--- src/rtl/packet_injector_pkg.sv ---
// Shared NoC definitions: flit type codes, FSM state encoding and the
// destination-id width helper used by injectors and router port decoders.
package packet_injector_pkg;

  localparam int unsigned FLIT_NONE = 0;
  localparam int unsigned FLIT_HEAD = 1;
  localparam int unsigned FLIT_BODY = 2;
  localparam int unsigned FLIT_TAIL = 3;

  typedef enum logic {
    ST_IDLE    = 1'b0,
    ST_PAYLOAD = 1'b1
  } state_e;

  // Node-id width: clog2 of the node count, never narrower than one bit.
  function automatic int unsigned dest_w(input int unsigned n);
    return (n <= 2) ? 1 : $clog2(n);
  endfunction

endpackage

--- src/rtl/packet_injector_flit_out_reg.sv ---
// Registered link output with valid/ready hold: data is only replaced when
// the link can advance, and valid only drops on a completed handshake.
module flit_out_reg #(
  parameter int unsigned W = 8
) (
  input  logic         clk,
  input  logic         rst,
  input  logic         load,
  input  logic [W-1:0] load_data,
  input  logic         ready,
  output logic [W-1:0] data,
  output logic         valid,
  output logic         adv_c
);

  assign adv_c = !valid || ready;

  always_ff @(posedge clk or posedge rst) begin
    if (rst) begin
      data  <= '0;
      valid <= 1'b0;
    end else if (load) begin
      data  <= load_data;
      valid <= 1'b1;
    end else if (ready) begin
      valid <= 1'b0;
    end
  end

endmodule

--- src/rtl/packet_injector.sv ---
// Packet injector: turns a destination request plus payload words into one
// head/body/tail flit packet. Define PACKET_INJECTOR_STATS_EN for counters.
module packet_injector
  import packet_injector_pkg::*;
#(
  parameter int unsigned N             = 4,
  parameter int unsigned INDEX         = 1,
  parameter int unsigned DATA_WIDTH    = 8,
  parameter int unsigned TYPE_WIDTH    = 2,
  parameter int unsigned FlitPerPacket = 6,
  localparam int unsigned DEST_W       = dest_w(N),
  localparam int unsigned PW           = DATA_WIDTH - TYPE_WIDTH
) (
  input  logic                  clk,
  input  logic                  rst,
  input  logic                  pkt_valid,
  output logic                  pkt_ready,
  input  logic [DEST_W-1:0]     pkt_dest,
  input  logic                  word_valid,
  output logic                  word_ready,
  input  logic [PW-1:0]         word_data,
  output logic [DATA_WIDTH-1:0] data_out,
  output logic                  valid_out,
  input  logic                  ready_out,
  output logic                  busy
`ifdef PACKET_INJECTOR_STATS_EN
  ,
  output logic [15:0]           pkt_sent,
  output logic [15:0]           stall_cycles
`endif
);

  localparam int unsigned CNT_W = $clog2(FlitPerPacket);
  localparam logic [CNT_W-1:0] LAST_CNT = CNT_W'(FlitPerPacket - 2);
  localparam logic [DEST_W-1:0] SRC_ID = DEST_W'(INDEX);
  localparam logic [TYPE_WIDTH-1:0] T_HEAD = TYPE_WIDTH'(FLIT_HEAD);
  localparam logic [TYPE_WIDTH-1:0] T_BODY = TYPE_WIDTH'(FLIT_BODY);
  localparam logic [TYPE_WIDTH-1:0] T_TAIL = TYPE_WIDTH'(FLIT_TAIL);

  generate
    if (PW < 2 * DEST_W) begin : g_bad_pw
      $error("packet_injector: payload too narrow for source and destination ids");
    end
    if (FlitPerPacket < 3) begin : g_bad_fpp
      $error("packet_injector: FlitPerPacket must be at least 3");
    end
  endgenerate

  state_e                  state_q, state_d;
  logic [CNT_W-1:0]        cnt_q, cnt_d;
  logic                    load;
  logic [DATA_WIDTH-1:0]   load_flit;
  logic                    adv;

  flit_out_reg #(.W(DATA_WIDTH)) u_out (
    .clk       (clk),
    .rst       (rst),
    .load      (load),
    .load_data (load_flit),
    .ready     (ready_out),
    .data      (data_out),
    .valid     (valid_out),
    .adv_c     (adv)
  );

  always_ff @(posedge clk or posedge rst) begin
    if (rst) begin
      state_q <= ST_IDLE;
      cnt_q   <= '0;
    end else begin
      state_q <= state_d;
      cnt_q   <= cnt_d;
    end
  end

  // Requests and words are only taken when the output register can advance.
  always_comb begin
    state_d    = state_q;
    cnt_d      = cnt_q;
    load       = 1'b0;
    load_flit  = '0;
    pkt_ready  = 1'b0;
    word_ready = 1'b0;
    case (state_q)
      ST_IDLE: begin
        pkt_ready = adv && !rst;
        if (pkt_valid && pkt_ready) begin
          load      = 1'b1;
          load_flit = {T_HEAD, PW'({SRC_ID, pkt_dest})};
          state_d   = ST_PAYLOAD;
          cnt_d     = '0;
        end
      end
      ST_PAYLOAD: begin
        word_ready = adv;
        if (word_valid && word_ready) begin
          load  = 1'b1;
          cnt_d = cnt_q + 1'b1;
          if (cnt_q < LAST_CNT) begin
            load_flit = {T_BODY, word_data};
          end else begin
            load_flit = {T_TAIL, word_data};
            state_d   = ST_IDLE;
          end
        end
      end
      default: state_d = ST_IDLE;
    endcase
  end

  assign busy = (state_q != ST_IDLE) || valid_out;

`ifdef PACKET_INJECTOR_STATS_EN
  logic [TYPE_WIDTH-1:0] out_type;
  assign out_type = data_out[DATA_WIDTH-1 -: TYPE_WIDTH];

  // Free-running wrap-around counters of delivered packets and stalled cycles.
  always_ff @(posedge clk or posedge rst) begin
    if (rst) begin
      pkt_sent     <= 16'd0;
      stall_cycles <= 16'd0;
    end else begin
      if (valid_out && ready_out && (out_type == T_TAIL)) pkt_sent <= pkt_sent + 16'd1;
      if (valid_out && !ready_out) stall_cycles <= stall_cycles + 16'd1;
    end
  end
`endif

endmodule
--- config.mk ---
export PLATFORM = sky130hd
export DESIGN_NAME = packet_injector
export DESIGN_NICKNAME = d
export VERILOG_FILES = /design/src/rtl/packet_injector_pkg.sv /design/src/rtl/packet_injector_flit_out_reg.sv /design/src/rtl/packet_injector.sv
export SDC_FILE = /design/constraint.sdc
export NUM_CORES = 1
export LEC_CHECK = 0
export CORE_MARGIN = 1
export CORE_UTILIZATION = 40
export CTS_CLUSTER_SIZE = 16
export DETAILED_ROUTE_END_ITERATION = 8
export GPL_ROUTABILITY_DRIVEN = 0
export GPL_TIMING_DRIVEN = 0
export PLACE_DENSITY = 0.74
export SETUP_SLACK_MARGIN = 0.5
export SYNTH_ARGS = -nofsm -noshare
export SYNTH_HDL_FRONTEND = slang
export SYNTH_SLANG_ARGS = --single-unit
--- constraint.sdc ---
create_clock -name clk -period 1.7 [get_ports clk]
set_input_delay 0.34 -clock clk [delete_from_list [all_inputs] [get_ports clk]]
set_output_delay 0.34 -clock clk [all_outputs]
set_load 0.05 [all_outputs]
Word-level counts from Yosys, hierarchy flattened
Index checks and enable logic that the tools add are counted.
{ "word_totals": {"ff_bits": 13, "input_bits": 13, "output_inout_bits": 12, "elab_cells": 35} }
{ "op_classes": {"n_addsub": 1, "order_cmp": 1, "n_eq_ne": 2, "mux": 17, "bitwise": 1, "n_reduce_logical": 9} }
{ "ops": {"columns": ["cell", "count"], "rows": [
  ["$pmux W8 S2", 1],
  ["$mux W7", 2],
  ["$mux W1", 8],
  ["$mux W8", 1],
  ["$mux W3", 2],
  ["$pmux W3 S2", 1],
  ["$pmux W1 S2", 2],
  ["$add A3 B1 Y3 const B", 1],
  ["$logic_and A1 B1 Y1", 3],
  ["$lt A3 B3 Y1 const B", 1],
  ["$logic_not A1 Y1", 2],
  ["$logic_or A1 B1 Y1", 2],
  ["$ne A2 B1 Y1 const B", 1],
  ["$ne A2 B2 Y1 const B", 1],
  ["$reduce_and A2 Y1", 1],
  ["$reduce_bool A2 Y1", 1],
  ["$not A1 Y1", 1]
]} }

Logic depth before layout (Yosys ltp)
Gate-level depths: netlist of the first run.
{ "depth": {"depth_word": 7, "depth_mapped": 4, "depth_no_buf": 4} }

Cells and area by module
A second synthesis of the first run with hierarchy kept.
{ "unflattened": {"hier_cells": 49, "area_unflattened_um2": 683.2} }
{ "modules_own_cells": {"columns": ["module", "n_inst", "cells_each", "area_each_um2", "seq_area_each_um2"], "rows": [
  ["flit_out_reg", 1, 21, 372.9, 225.2],
  ["packet_injector", 1, 28, 310.3, 100.1]
]} }

Worst setup path after synthesis of the first run
Ideal clock, no wire load.
{ "synth_path": {"path_kind": "flip-flop to output port", "startpoint": "register u_out.valid", "endpoint": "output port pkt_ready", "arrival_time_ns": 2.001, "required_ns": 1.360, "setup_slack_ns": -0.641, "stages_incl_launch_ff": 4, "path_buffers": 1, "cell_sequence": "dfrtp_1 -> nor2b_1 -> buf_2 -> nor3_1"} }
{ "synth_between": {"elab_chain_cells": 4} }
{ "synth_rtl": {"columns": ["item", "line", "text"], "rows": [
  ["start: declaration", "packet_injector_flit_out_reg.sv:12", "output logic valid,"],
  ["start signal: assignment", "packet_injector_flit_out_reg.sv:21", "valid <= 1'b0;"],
  ["start signal: assignment", "packet_injector_flit_out_reg.sv:24", "valid <= 1'b1;"],
  ["start signal: assignment", "packet_injector_flit_out_reg.sv:26", "valid <= 1'b0;"],
  ["$logic_not A1 Y1", "packet_injector_flit_out_reg.sv:16", "assign adv_c = !valid || ready;"],
  ["$logic_or A1 B1 Y1", "packet_injector_flit_out_reg.sv:16", null],
  ["$logic_and A1 B1 Y1", "packet_injector.sv:86", "pkt_ready = adv && !rst;"],
  ["$mux W1", "packet_injector.sv:84", "case (state_q)"],
  ["end: declaration", "packet_injector.sv:17", "output logic pkt_ready,"]
]} }
Every way passes these cells.

Worst setup path after layout of the first run
Ends and elaborated chain as after synthesis.

==> results of run 1 <==
flip-flops by register name, indices dropped and copies added (netlist names):
| register | count |
|---|---|
| cnt_q | 3 |
| u_out.valid | 1 |
| u_out.data | 8 |
| state_q | 1 |
cell type report:
| cell class | instances | area (sq um) | area share [%] |
|---|---|---|---|
| clock buffers | 4 | 26.28 | 2.236 |
| flip-flops and latches | 13 | 326.6 | 27.80 |
| repair buffers | 34 | 354.1 | 30.14 |
| plain buffers | 3 | 33.78 | 2.875 |
| inverters | 1 | 3.754 | 0.3195 |
| well taps | 16 | 20.02 | 1.704 |
| multi-input cells | 43 | 410.4 | 34.93 |
power breakdown:
group | leakage, nW | total (mW) | switching (mW) | internal, mW
clock | 0.0150 | 0.193 | 0.102 | 0.0910
combinational | 0.372 | 1.63 | 0.888 | 0.739
sequential | 0.157 | 0.564 | 0.107 | 0.458
total | 0.544 | 2.38 | 1.10 | 1.29
placed cells by master (no fill, tap or decap):
| cell | Yosys | layout |
|---|---|---|
| a21o_1 | 1 | 1 |
| a21o_2 | 1 | 1 |
| a221o_2 | 2 | 2 |
| and2_4 | 0 | 2 |
| and3_1 | 2 | 2 |
| buf_4 | 0 | 5 |
| buf_6 | 1 | 18 |
| buf_8 | 0 | 2 |
| clkbuf_1 | 0 | 1 |
| clkbuf_4 | 0 | 3 |
| clkdlybuf4s50_1 | 0 | 10 |
| dfrtp_1 | 13 | 12 |
| dfrtp_2 | 0 | 1 |
| dlygate4sd2_1 | 0 | 2 |
| ha_1 | 1 | 1 |
| inv_1 | 1 | 1 |
| mux2_2 | 1 | 1 |
| nand2_1 | 3 | 1 |
| nand2_4 | 0 | 2 |
| nand2b_1 | 1 | 1 |
| nand3_1 | 7 | 5 |
| nand3_2 | 0 | 2 |
| nand3b_1 | 1 | 1 |
| nor2_4 | 0 | 1 |
| nor2_8 | 1 | 1 |
| nor2b_4 | 0 | 2 |
| nor3_4 | 0 | 1 |
| nor3b_4 | 0 | 1 |
| o211ai_1 | 1 | 1 |
| o21ai_0 | 8 | 4 |
| o21ai_1 | 0 | 1 |
| o21ai_2 | 0 | 3 |
| o2bb2ai_2 | 0 | 4 |
| or2_4 | 0 | 1 |
| or3b_4 | 1 | 1 |
layer usage:
metal	wire length, um	vias to the layer above	share of wire, %	global-route usage, %
li1	-	296	-	-
met1	669	307	39	27.61
met2	916	24	54	34.15
met3	78	4	4.6	2.586
met4	40	0	2.3	8.125
met5	0	-	0	0
critical path: stages, from the launching register on:
cell and delay (ns):
dfrtp_2 0.41, nor2b_4 0.12, buf_6 0.11, nor3_4 0.17, buf_6 0.17
worst max-delay path by stage:
stage | start | endpoint | slack [ns]
after floorplan | u_out.valid | pkt_ready | 0.06
after global placement | ready_out | pkt_ready | -0.64
after detailed placement | ready_out | pkt_ready | -0.65
after CTS | u_out.valid | pkt_ready | 0.07
after global routing | u_out.valid | pkt_ready | 0.02
final | u_out.valid | pkt_ready | 0.08
repair_timing:
action                                 in CTS  in global routing
pin swaps                                  14                  3
setup endpoints to repair                  25                 25
endpoints found under the hold margin       0                  0
resized for setup                          95                 24
hold buffers                                0                  0
buffers inserted                            6                  4
through the flow:
step	util [%]	setup slack, ns
finish	77.99	0.08312
global route	77.99	0.02147
CTS	71.10	0.07372
detailed placement	62.13	-0.6454
global placement	62.13	-0.6375
floorplan	-	0.06228
cell families (layout without fill, tap and decap cells):
group,after synthesis,count (layout),synth area share [%]
multiplexers,1,1,1.727
AND/OR/NAND/NOR,24,24,23.99
AO/OA/AOI/OAI,17,17,18.62
adder cells (fa/ha/maj),1,1,1.919
buffers and inverters,4,42,3.838
flip-flops,13,13,49.90
==> out/qor.yml, run 1 <==
crit_fanout: 3
n_antenna_cell: 0
rsz0062_at_grt: "yes"
cts.htree.levels: 1
coreArea_sq_um: 1506
clock_latency_ns: 0.28
syn2layout_area_growth_pct: 80.23
p_total_mw: 2.385
synthCells: 60
worst-r2r-setup-slack_ns: 0.24
cts_sinks: 13
yosysMostFrequentCell: "dfrtp_1"
place_area_sq_um: 935.9
fin_hold_ws_ns: 0.3238
numCtsBuffers: 3
antenna_found_initial: 0
syn_area_per_cell_sq_um: 10.86
ys_warn_count: 0
run_status: "complete, no violations"
row_count: 14
setup_viol: 0
final_area_sq_um: 1175
die_h_um: 42.37
port_buffers: 24
ios: 25
maxCapViolCount: 0
drtIter0Drc: 13
crit_type: "reg2out"
wl_um: 1705
fp.dieW_um: 42.37
synth_top_cell_area_share_pct: 49.90
track_usage_pct: 20.69
post_drt_wl_per_cell_um: 14.96
synth_seq_area_share_pct: 49.90
place_hpwl_um: 1036
hold_viol: 0
max_freq_mhz: 618.5
fillerInstances: 99
critical_path_arrival_ns: 1.28
drive_gt1_share_pct: 55.10
finalNonFillerCells: 114
critical_path_required_ns: 1.36
ir_worst_vdd_uv: 1008
root_buffer: "clkbuf_4"
grt_pass1_wl_um: 2829
reg2reg_to: "u_out.data[0]"
overflow: 0
clock_path_buffers: 2
vias: 631
fin_crit_ns: 1.617
placed_cells: 100
hold_class: "in2async"
syn_area_sq_um: 651.9
synth_common_cells: "13 x dfrtp_1, 8 x o21ai_0, 7 x nand3_1"
first_global_vias: 667
yosysUniqueCellTypes: 25
netlist_top_cells_area: "dfrtp_1 50%, o21ai_0 6.1%, nand3_1 5.4%, o2bb2ai_1 5.4%, a221o_2 3.5%"
cp-end-kind: "output pin"
cts_tree: "done"
drt_first_pass_iters: 4
setup_tns_ns: 0
startpoint_type: "register"
p_leak_nw: 0.5435
rr_startpoint: "state_q"
skew_ns: 0.005157
drc_errors: 0
slew_violations: 0
synth_edf_count: 0
reg2reg_depth: 5
cellPowerDensity_nw_per_um2: 2030
start_util_pct: 43.27
fin_nets: 113
antenna_left: 0
syn-num-nets: 74
die_area_sq_um: 1795
grt_max_degree: 14
synth-seq-cells: 13
async_flop_share_pct: 100.0
via_per_inst: 5.535
synth_top_cell_by_area: "dfrtp_1"
relSlewSlack_pct: 67.97
worstMarginPinSlew_ns: 0.4800
synthFlopType: "dfrtp_1"
cts.clk_slew.worst_paths_ns: 0.08
post-route-period-util_pct: 95.11
Note: power is estimated with default switching activity, not from simulation.
==> inputs of run 2 (changes only) <==
Clock period 1.7 ns to 1.55 ns, I/O delays scaled along.
==> run 2 against run 1 <==
Effect of this change: the run now ends with setup timing left; non-clock buffer count shrank 2; clock skew is 0.0028 ns lower; via count is 3.2% lower; global-route usage shrank 1.5 points; critical path depth unchanged; final area is 3.2% lower; sequential share of layout area increased by 0.92 points; count of clock-buffer cells in the layout unchanged.
==> out/qor.yml, run 2 (synthesized netlist as in run 1, its figures left out) <==
run_status: "complete, but fails checks"
violations: "setup timing"
fp.dieW_um: 42.37
top_register: "u_out.data"
layout_setup_ws_ns: -0.02681
p_leak_nw: 0.5228
antenna_left: 0
overflow: 0
vias: 611
most-common-layout-cells: "16 x buf_6, 12 x dfrtp_1, 9 x clkdlybuf4s50_1, 5 x nand3_1"
place_hpwl_um: 956.1
cp-end-kind: "output pin"
die_area_sq_um: 1795
worstMarginPinSlew_ns: 0.5133
row_count: 14
crit_type: "reg2out"
final_common_cell: "buf_6"
cts_tree: "done"
crit_fanout: 4
setup_viol: 1
fin_crit_ns: 1.577
grt_max_degree: 14
drtIter0Drc: 13
slew_violations: 0
drc_errors: 0
track_usage_pct: 19.22
fin_nets: 111
critical_path_required_ns: 1.24
hold_class: "in2async"
root_buffer: "clkbuf_4"
setup_tns_ns: -0.02681
hold_viol: 0
clock_path_buffers: 2
start_util_pct: 43.27
post-route-period-util_pct: 101.7
ios: 25
antenna_found_initial: 0
maxCapViolCount: 0
ir_worst_vdd_uv: 1169
cts.htree.levels: 1
cts.clk_slew.worst_paths_ns: 0.08
coreArea_sq_um: 1506
cellPowerDensity_nw_per_um2: 2198
drt_first_pass_iters: 4
wl_um: 1571
startpoint_type: "register"
holdBufCountCts: 0
max_freq_mhz: 634.2
port_buffers: 24
post_drt_wl_per_cell_um: 14.03
relSlewSlack_pct: 65.74
grt_pass1_wl_um: 2532
rsz0062_at_grt: "yes"
reg_top3: "u_out.data (8), cnt_q (3)"
p_total_mw: 2.499
largest_register_ffs: 8
first_global_vias: 577
reg2reg_depth: 5
n_antenna_cell: 0
syn2layout_area_growth_pct: 74.47
critical_path_arrival_ns: 1.27
via_per_inst: 5.455
skew_ns: 0.002325
numCtsBuffers: 3
clock_latency_ns: 0.27
die_h_um: 42.37
cts_sinks: 13
drive_gt1_share_pct: 51.04
fillerInstances: 111
run 2: critical path, cell delays in order (launching register included):
cell and delay (ns):
dfrtp_2 0.42, nor2b_4 0.13, buf_6 0.12, nor3_4 0.15, buf_6 0.17
run 2: final cells by class:
| cell class | instances | area [sq um] | share of cell area [%] |
|---|---|---|---|
| multi-input cells | 43 | 395.4 | 34.76 |
| repair buffers | 32 | 331.6 | 29.15 |
| flip-flops and latches | 13 | 326.6 | 28.71 |
| plain buffers | 3 | 33.78 | 2.970 |
| clock buffers | 4 | 26.28 | 2.310 |
| well taps | 16 | 20.02 | 1.760 |
| inverters | 1 | 3.754 | 0.3300 |
run 2: final timing paths:
check                         startpoint            end  slack, ns
hold / removal                       rst  u_out.data[6]       0.32
hold reg to reg            u_out.data[1]  u_out.data[1]       0.54
setup reg to reg                 state_q  u_out.data[1]       0.15
min in group clk           u_out.data[1]  u_out.data[1]       0.54
setup / recovery             u_out.valid      pkt_ready      -0.03
max in group asynchronous            rst    u_out.valid       0.87
run 2: where the power goes:
part           switching [mW]  internal (mW)
Combinational           0.931          0.739
Sequential              0.119          0.502
Clock                   0.108         0.0998
run 2: timing repair:
item	in CTS	in global routing
buffers inserted	6	2
setup endpoints to repair	25	25
resized for setup	108	2
pin swaps	6	6
run 2: layer usage:
layer	share of wire [%]	wire length [um]	vias to the layer above	GRT usage, %
li1	-	-	291	-
met1	42	661	289	24.72
met2	50	779	25	31.69
met3	6.2	98	6	3.879
met4	2.0	31	0	7.500
met5	0	0	-	0
run 2: through the flow:
stage               instance area (sq um)  worst slack (ns)  hold WS (ns)  std cells  util, %
global route                         1137          -0.08403        0.3520        112    75.50
floorplan                           680.7          -0.05772        0.1869         60        -
CTS                                  1114          -0.03587        0.3100        110    73.92
detailed placement                  940.9           -0.7306        0.4703        100    62.46
finish                               1137          -0.02681        0.3157        112    75.50
global placement                    940.9           -0.7301        0.4633        100    62.46
==> inputs of run 3 (changes only) <==
Clock period 1.55 ns to 1.71 ns, I/O delays scaled along.
==> run 3 against run 2 <==
Effect of this change: the flow now finishes without violations; sequential cell count unchanged; die area unchanged; sequential share of layout area decreased by 0.56 points; highest routed layer unchanged; clock skew increased by 0.0044 ns; setup slack improved by 0.11 ns; critical path type unchanged; global-route usage increased by 1.3 points; via count increased by 0.49%; first-iteration DRC count decreased by 31%; critical endpoint unchanged; final area increased by 2.0%; clock power decreased by 6%; sequential power decreased by 8.7%; non-clock buffer count increased by 1.
==> out/qor.yml, run 3 (synthesized netlist as in run 1, its figures left out) <==
run_status: "complete, no violations"
fin_crit_ns: 1.623
cts.htree.levels: 1
via_per_inst: 5.434
p_total_mw: 2.342
numCtsBuffers: 3
fillerInstances: 107
grt.met2_usage_pct: 33.23
fp.dieW_um: 42.37
n_antenna_cell: 0
ir_worst_vdd_uv: 1371
drc_errors: 0
drive_gt1_share_pct: 53.61
place_hpwl_um: 1033
grt_max_degree: 14
antenna_left: 0
maxCapViolCount: 0
finalNonFillerCells: 113
setup_tns_ns: 0
worstMarginPinSlew_ns: 0.4901
reg2reg_depth: 6
gr-usage-met3_pct: 3.879
die_area_sq_um: 1795
worst-r2r-setup-slack_ns: 0.27
row_count: 14
placed_cells: 100
overflow: 0
grt_pass1_wl_um: 2691
root_buffer: "clkbuf_4"
largest_register_ffs: 8
reg2reg_to: "u_out.data[0]"
slew_violations: 0
hold_viol: 0
cts.clk_slew.worst_paths_ns: 0.09
reg_top3: "u_out.data (8), cnt_q (3)"
first_global_vias: 593
grt.busiest_layer: "met2"
die_h_um: 42.37
drt_first_pass_iters: 4
critical_path_arrival_ns: 1.28
top_register: "u_out.data"
fin_nets: 112
critical_path_required_ns: 1.37
cts_tree: "done"
post_drt_wl_per_cell_um: 14.80
max_freq_mhz: 616.3
met1_usage_pct: 26.40
fin_hold_ws_ns: 0.3165
startpoint_type: "register"
skew_ns: 0.006698
clock_latency_ns: 0.28
relSlewSlack_pct: 67.29
rr_startpoint: "u_out.valid"
final_common_cell: "buf_6"
clock_path_buffers: 2
hold_class: "in2async"
port_buffers: 24
track_usage_pct: 20.49
cellPowerDensity_nw_per_um2: 2019
setup_viol: 0
drtIter0Drc: 9
coreArea_sq_um: 1506
antenna_found_initial: 0
rsz0062_at_grt: "yes"
wl_um: 1672
crit_fanout: 3
syn2layout_area_growth_pct: 77.93
most-common-layout-cells: "15 x buf_6, 12 x dfrtp_1, 9 x clkdlybuf4s50_1, 7 x buf_4, 5 x o21ai_1"
start_util_pct: 43.27
ios: 25
post-route-period-util_pct: 94.89
holdBufCountCts: 0
p_leak_nw: 0.5327
cp-end-kind: "output pin"
crit_type: "reg2out"
cts_sinks: 13
vias: 614
## run 3: cell types whose count changed in the layout (fill, tap and decap cells not counted)
| cell | change |
|---|---|
| o2bb2ai_4 | +1 |
| or2_2 | -1 |
| o21ai_1 | +2 |
| or2_4 | +1 |
| o21ai_0 | -2 |
| dlygate4sd2_1 | -1 |
| nand3_1 | -1 |
| o2bb2ai_2 | -1 |
| buf_6 | -1 |
| nand3_2 | +1 |
| buf_4 | +3 |
## run 3: final cells by class
| cell class | count | area, sq um | share of cell area (%) |
|---|---|---|---|
| Buffer | 3 | 33.78 | 2.913 |
| Clock buffer | 4 | 26.28 | 2.265 |
| Inverter | 1 | 3.754 | 0.3236 |
| Multi-Input combinational cell | 43 | 415.4 | 35.81 |
| Sequential cell | 13 | 326.6 | 28.16 |
| Tap cell | 16 | 20.02 | 1.726 |
| Timing Repair Buffer | 33 | 334.1 | 28.80 |
## run 3: timing repair
action,4_1_cts,5_1_grt
setup endpoints to repair,22,24
gates cloned,0,0
setup buffers,6,3
pin swaps,10,4
gates resized for setup,98,23
## run 3: worst max-delay path, cell delays in order (launching register included)
cell,delay (ns)
dfrtp_2,0.41
nor2b_4,0.12
buf_6,0.12
nor3_4,0.17
buf_6,0.17
## run 3: per-layer routing
metal,routed length [um],vias to the layer above,part of all wire [%]
li1,-,293,-
met1,694,297,42
met2,876,19,52
met3,72,5,4.3
met4,29,0,1.7
met5,0,-,0
## run 3: worst max path at each step
stage                     start   endpoint  slack (ns)
floorplan           u_out.valid  pkt_ready        0.07
global placement      ready_out  pkt_ready       -0.63
detailed placement    ready_out  pkt_ready       -0.64
CTS                 u_out.valid  pkt_ready        0.08
global route        u_out.valid  pkt_ready        0.04
finish              u_out.valid  pkt_ready        0.09
## run 3: per-stage QoR
step                      cell area (sq um)  utilization [%]  setup slack [ns]
after floorplan                       675.6                -           0.07028
after global placement                935.9            62.13           -0.6310
after detailed placement              935.9            62.13           -0.6393
after CTS                              1072            71.18           0.07987
after global routing                   1160            76.99           0.03696
final                                  1160            76.99           0.08746
## run 3: where the power goes
group	internal (mW)	switching, mW	leakage (nW)
Combinational	0.711	0.868	0.361
Sequential	0.455	0.112	0.157
Clock	0.0906	0.106	0.0150
